===== src/rtl/sgm_pkg.sv =====
// Shared SGM pipeline definitions: default cost/disparity sizing and the
// winner-takes-all sequencer state encoding.
package sgm_pkg;

  localparam int unsigned COST_W   = 7;
  localparam int unsigned MAX_DISP = 64;

  typedef enum logic [1:0] {
    IDLE = 2'd0,
    SCAN = 2'd1,
    OUT  = 2'd2
  } wta_state_e;

endpackage


===== src/rtl/argmin_8.sv =====
// Combinational argmin over eight unsigned costs; returns the minimum value
// and its local index.
module argmin_8 #(
  parameter int unsigned WIDTH = 7
) (
  input  logic [8*WIDTH-1:0] data,
  output logic [WIDTH-1:0]   min_value,
  output logic [2:0]         min_index
);

  // Strict compare along the chain, so equal costs resolve to the lower index.
  always_comb begin
    min_value = data[WIDTH-1:0];
    min_index = '0;
    for (int unsigned i = 1; i < 8; i++) begin
      if (data[i*WIDTH +: WIDTH] < min_value) begin
        min_value = data[i*WIDTH +: WIDTH];
        min_index = 3'(i);
      end
    end
  end

endmodule


===== src/rtl/wta_argmin_sequencer.sv =====
// Winner-takes-all disparity selector: scans a cost vector eight costs per
// cycle through one argmin_8 and hands the running minimum downstream.
module wta_argmin_sequencer
  import sgm_pkg::*;
#(
  parameter  int unsigned WIDTH    = COST_W,
  parameter  int unsigned NUM_DISP = MAX_DISP,
  localparam int unsigned IDX_W    = $clog2(NUM_DISP),
  localparam int unsigned NUM_GRP  = NUM_DISP / 8
) (
  input  logic                      clk,
  input  logic                      rst_n,
  input  logic [NUM_DISP*WIDTH-1:0] in_data,
  input  logic                      in_valid,
  output logic                      in_ready,
  output logic [IDX_W-1:0]          out_disp,
  output logic [WIDTH-1:0]          out_cost,
  output logic                      out_valid,
  input  logic                      out_ready,
  output logic                      busy
);

  localparam int unsigned GRP_W = (NUM_GRP > 1) ? $clog2(NUM_GRP) : 1;

  if ((NUM_DISP % 8) != 0 || NUM_DISP < 8) begin : g_bad_num_disp
    $error("wta_argmin_sequencer: NUM_DISP must be a multiple of 8 and >= 8");
  end

  wta_state_e                state_q;
  logic [NUM_DISP*WIDTH-1:0] vec_q;
  logic [GRP_W-1:0]          grp_q;
  logic [WIDTH-1:0]          run_val_q;
  logic [IDX_W-1:0]          run_idx_q;
  logic [IDX_W-1:0]          out_disp_q;
  logic [WIDTH-1:0]          out_cost_q;
  logic                      out_valid_q;
  logic                      busy_q;

  logic [8*WIDTH-1:0] grp_data;
  logic [WIDTH-1:0]   cand_val;
  logic [2:0]         local_idx;
  logic [IDX_W-1:0]   cand_idx;
  logic               take;
  logic [WIDTH-1:0]   run_val_d;
  logic [IDX_W-1:0]   run_idx_d;
  logic               last_grp;

  assign grp_data = vec_q[int'(grp_q)*8*WIDTH +: 8*WIDTH];

  argmin_8 #(.WIDTH(WIDTH)) u_argmin (
    .data      (grp_data),
    .min_value (cand_val),
    .min_index (local_idx)
  );

  // Single-group builds drop the (always zero) group bit from the index.
  assign cand_idx  = IDX_W'({grp_q, local_idx});
  assign take      = (grp_q == '0) || (cand_val < run_val_q);
  assign run_val_d = take ? cand_val : run_val_q;
  assign run_idx_d = take ? cand_idx : run_idx_q;
  assign last_grp  = (grp_q == GRP_W'(NUM_GRP - 1));

  assign in_ready  = (state_q == IDLE) && rst_n;
  assign out_disp  = out_disp_q;
  assign out_cost  = out_cost_q;
  assign out_valid = out_valid_q;
  assign busy      = busy_q;

  always_ff @(posedge clk) begin
    if (!rst_n) begin
      state_q     <= IDLE;
      vec_q       <= '0;
      grp_q       <= '0;
      run_val_q   <= '0;
      run_idx_q   <= '0;
      out_disp_q  <= '0;
      out_cost_q  <= '0;
      out_valid_q <= 1'b0;
      busy_q      <= 1'b0;
    end else begin
      case (state_q)
        IDLE: begin
          if (in_valid) begin
            vec_q   <= in_data;
            grp_q   <= '0;
            state_q <= SCAN;
            busy_q  <= 1'b1;
          end
        end
        SCAN: begin
          run_val_q <= run_val_d;
          run_idx_q <= run_idx_d;
          if (last_grp) begin
            out_disp_q  <= run_idx_d;
            out_cost_q  <= run_val_d;
            out_valid_q <= 1'b1;
            state_q     <= OUT;
          end else begin
            grp_q <= grp_q + 1'b1;
          end
        end
        OUT: begin
          if (out_ready) begin
            out_valid_q <= 1'b0;
            state_q     <= IDLE;
            busy_q      <= 1'b0;
          end
        end
        default: state_q <= IDLE;
      endcase
    end
  end

endmodule


===== config.mk =====
export PLATFORM = sky130hd
export DESIGN_NAME = wta_argmin_sequencer
export DESIGN_NICKNAME = d
export VERILOG_FILES = /design/src/rtl/sgm_pkg.sv /design/src/rtl/argmin_8.sv /design/src/rtl/wta_argmin_sequencer.sv
export SDC_FILE = /design/constraint.sdc
export NUM_CORES = 1
export LEC_CHECK = 0
export CAP_MARGIN = 10
export CORE_MARGIN = 2
export CORE_UTILIZATION = 36
export CTS_CLUSTER_DIAMETER = 80
export CTS_CLUSTER_SIZE = 28
export DETAILED_ROUTE_END_ITERATION = 8
export PLACE_DENSITY = 0.61
export SYNTH_ARGS = -nofsm -noshare
export SYNTH_HDL_FRONTEND = slang
export SYNTH_HIERARCHICAL = 1
export SYNTH_SLANG_ARGS = --single-unit

===== constraint.sdc =====
create_clock -name clk -period 23.5 [get_ports clk]
set_input_delay 7.05 -clock clk [delete_from_list [all_inputs] [get_ports clk]]
set_output_delay 7.05 -clock clk [all_outputs]
set_load 0.1 [all_outputs]

==> results.rst <==
.. list-table::
   :header-rows: 1

   * - Metric
     - Value
   * - Number of flops mapped to enable cells by yosys
     - 0
   * - Count of final setup violators
     - 0
   * - Global-route wire length before repair
     - about 110000 µm
   * - Most repeated cell in the gate-level netlist after synthesis
     - nand2_1
   * - Multi-input combinational cell area
     - 11710 µm²
   * - Critical Path Most Common Cell
     - ha_1
   * - Area after detailed placement
     - 27430 µm²
   * - Required @ worst endpoint
     - 24020 ps
   * - Register-to-register path setup slack
     - 5250 ps
   * - Slew headroom
     - 0.2121
   * - Worst hold margin
     - 454.1 ps
   * - Routing usage on met2
     - 0.3699
   * - Number of global-route vias before repair
     - roughly 20000
   * - GPL Wtd Cong
     - 0.8843
   * - CP max-delay cell
     - a21oi_1
   * - Critical path start-end classification
     - reg2reg
   * - Register cell area after layout
     - 9641 µm²
   * - Combined global-route utilization of all metal layers
     - 0.2094
   * - Biggest cell delay along the critical path
     - 830 ps
   * - Non-filler cells in the finished layout
     - approximately 3800
   * - WL per Instance
     - 18.28 µm
   * - Total iterations of the first detailed-routing run
     - 7
   * - Number of DRC violations after detailed-routing iteration 0
     - 1420
   * - Number of gates resized after CTS
     - 0
   * - Sum Neg Setup Slack
     - 0 ps
   * - Critical path data arrival time
     - ~19000 ps
   * - TritonCTS sink count
     - 481
   * - Post CTS Setup Buffer Count
     - 0
   * - Setup repair after global routing missed its margin
     - no
   * - Area share of the largest cell type after synthesis
     - 0.4279
   * - Number of vias per cell after detailed routing
     - between 5 and 6
   * - Floorplan die height
     - 254.0 µm
   * - Post-detailed-route DRC marker count
     - 0
   * - Proportion of synthesized chip area in sequential cells
     - 0.4279
   * - Chip Width
     - 254.0 µm
   * - Pin count of the biggest net entering global routing
     - 213
   * - Maximum vdd ir drop
     - 0.07634 mV
   * - Total nets after synthesis
     - around 3200
   * - Clock Latency Late Sink
     - ~600 ps
   * - Placed cells
     - around 3800
   * - Initial antenna violation count
     - 5
   * - Worst-path fanout max
     - 50
   * - Synth Flop Type
     - dfxtp_1
   * - Clock transition time at the flip-flop clock pins of the worst setup and hold paths
     - 100 ps
   * - Slew at the pin closest to its max-slew limit
     - 1182 ps
   * - Cell count after synthesis
     - 2669
   * - Die outline area
     - 64520 µm²
   * - Vias after detailed routing
     - 19790
   * - Final design area excluding fillers
     - 28370 µm²
   * - Static power due to leakage
     - 10.26 nW
   * - Cts bufs inserted
     - 26
   * - Starting density of the core
     - 0.3646
   * - Leading post-synthesis cells by cell area
     - dfxtp_1, nand2_1, mux4_2
   * - Row cnt
     - 91
   * - Result of the run
     - completed
   * - GRT Residual Overflow
     - 0
   * - Fraction of met3 tracks used by global routing
     - 0.02653
   * - Count of different cell masters after synthesis
     - 83
   * - Minimum clock period after layout
     - 18250 ps
   * - Clock tree from TritonCTS
     - built
   * - Port Buffers
     - 467
   * - Layout Utilization
     - 0.4597
   * - Post-synth ARST share
     - 0
   * - Post-synthesis average cell area
     - roughly 8.4 µm²
   * - Number of buffers on the longest clock path
     - 3
   * - Fraction of final layout cells with drive strength greater than 1
     - 0.08842
   * - Power Dens Cells
     - 80.45 nW/µm²
   * - Area growth, synth to finish
     - 26.07%
   * - Synth Warn #
     - 6
   * - Final setup skew
     - about 34 ps
   * - Path category of the worst min-delay check
     - reg2reg
   * - Count of antenna-violating nets left after detailed routing
     - 0
   * - Number of H-tree levels
     - 1
   * - Final count of pins violating max slew
     - 0
   * - Area of the mapped netlist
     - 22500 µm²
   * - Grt met1 use
     - 0.2696
   * - Maximum capacitance violations
     - 0
   * - Global route hottest layer
     - met2
   * - I/O pins
     - 468
   * - Number of nets in the layout
     - 3465
   * - CTS root buffer
     - clkbuf_16
   * - HPWL after DPL
     - around 52000 µm
   * - Fmax
     - 54.80 MHz
   * - Fill cell count
     - 6052
   * - Final hold vios
     - 0
   * - DRT Wirelength
     - between 70000 and 80000 µm
   * - Leading area contributor after synthesis
     - dfxtp_1
   * - Most instantiated cells after synthesis
     - nand2_1, dfxtp_1, a21oi_1
   * - Area of the core
     - 61710 µm²
   * - Hold-fix buffers, CTS
     - 0
   * - Final cycle utilization of the critical path
     - 0.7765
   * - Flop and latch count out of synthesis
     - 481
   * - Critical path startpoint category
     - register
   * - Type of destination of the critical path
     - register
placed cells by master (no fill, tap or decap), types with 15 or more instances in the layout:
| master | n |
|---|---|
| buf_4 | 18 |
| mux2_2 | 63 |
| dfxtp_1 | 478 |
| ha_1 | 34 |
| nor2_1 | 35 |
| clkbuf_16 | 27 |
| clkdlybuf4s50_1 | 467 |
| mux4_2 | 112 |
| o21ai_0 | 47 |
| nand3_1 | 21 |
| a21oi_1 | 478 |
| inv_1 | 51 |
| nand2_1 | 948 |
| a31oi_1 | 15 |
| mux2i_1 | 28 |
routing by layer:
layer	vias up	routed length, µm
li1	9697	-
met1	9517	29950
met2	498	35330
met3	79	3281
met4	2	1586
met5	-	13
power breakdown:
part,internal [W],switching (W)
Clock,0.000243,0.000303
Combinational,0.000353,0.000487
Sequential,0.000867,0.0000294
Total,0.00146,0.000820
state kept, by name, indices dropped and copies added, names as in the netlist:
name and cells:
busy 1, grp_q 3, out_cost 7, out_disp 6, out_valid 1, run_idx_q 6
run_val_q 7, state_q 2, vec_q 448
through the flow:
| step | power, W | worst slack, ps |
|---|---|---|
| detailed placement | 0.001749 | 5462 |
| global route | 0.002418 | 3611 |
| finish | 0.002282 | 5252 |
| global placement | 0.001730 | 5983 |
| floorplan | 0.001546 | 8089 |
| CTS | 0.002297 | 5328 |
final cells by class:
class / instances / area share
well taps: 837 / 0.03692
repair buffers: 486 / 0.1702
flip-flops and latches: 481 / 0.3398
clock buffers: 31 / 0.02505
clock inverters: 15 / 0.007630
diodes: 4 / 0.0003528
inverters: 53 / 0.007277
multi-input cells: 1931 / 0.4127
critical path, delay by kind of cell, from the launching register on:
family	cells	cell delay, ps
buf+inv	6	1160
compound gates	27	8810
flops	1	510
fa+ha+maj	9	2710
simple gates	17	3060
mux	5	1840
path summary, 6_finish.rpt:
path / from / end / cells after the start
setup / recovery: grp_q[0] / out_cost[0] / 64
hold / removal: vec_q[189] / vec_q[189] / 2
setup reg to reg: grp_q[0] / out_cost[0] / 64
hold reg to reg: vec_q[189] / vec_q[189] / 2
logic make-up (layout without fill, tap and decap cells):
| group | Yosys count | after routing | synth area share |
|---|---|---|---|
| simple gates | 1058 | 1058 | 0.1854 |
| compound gates | 617 | 617 | 0.1509 |
| flops | 481 | 481 | 0.4279 |
| buf+inv | 257 | 585 | 0.05210 |
| mux | 207 | 207 | 0.1584 |
| fa+ha+maj | 43 | 43 | 0.02297 |
| xor+xnor | 6 | 6 | 0.002335 |
| other cells | 0 | 4 | 0 |
Note: power is estimated with default switching activity, not from simulation.
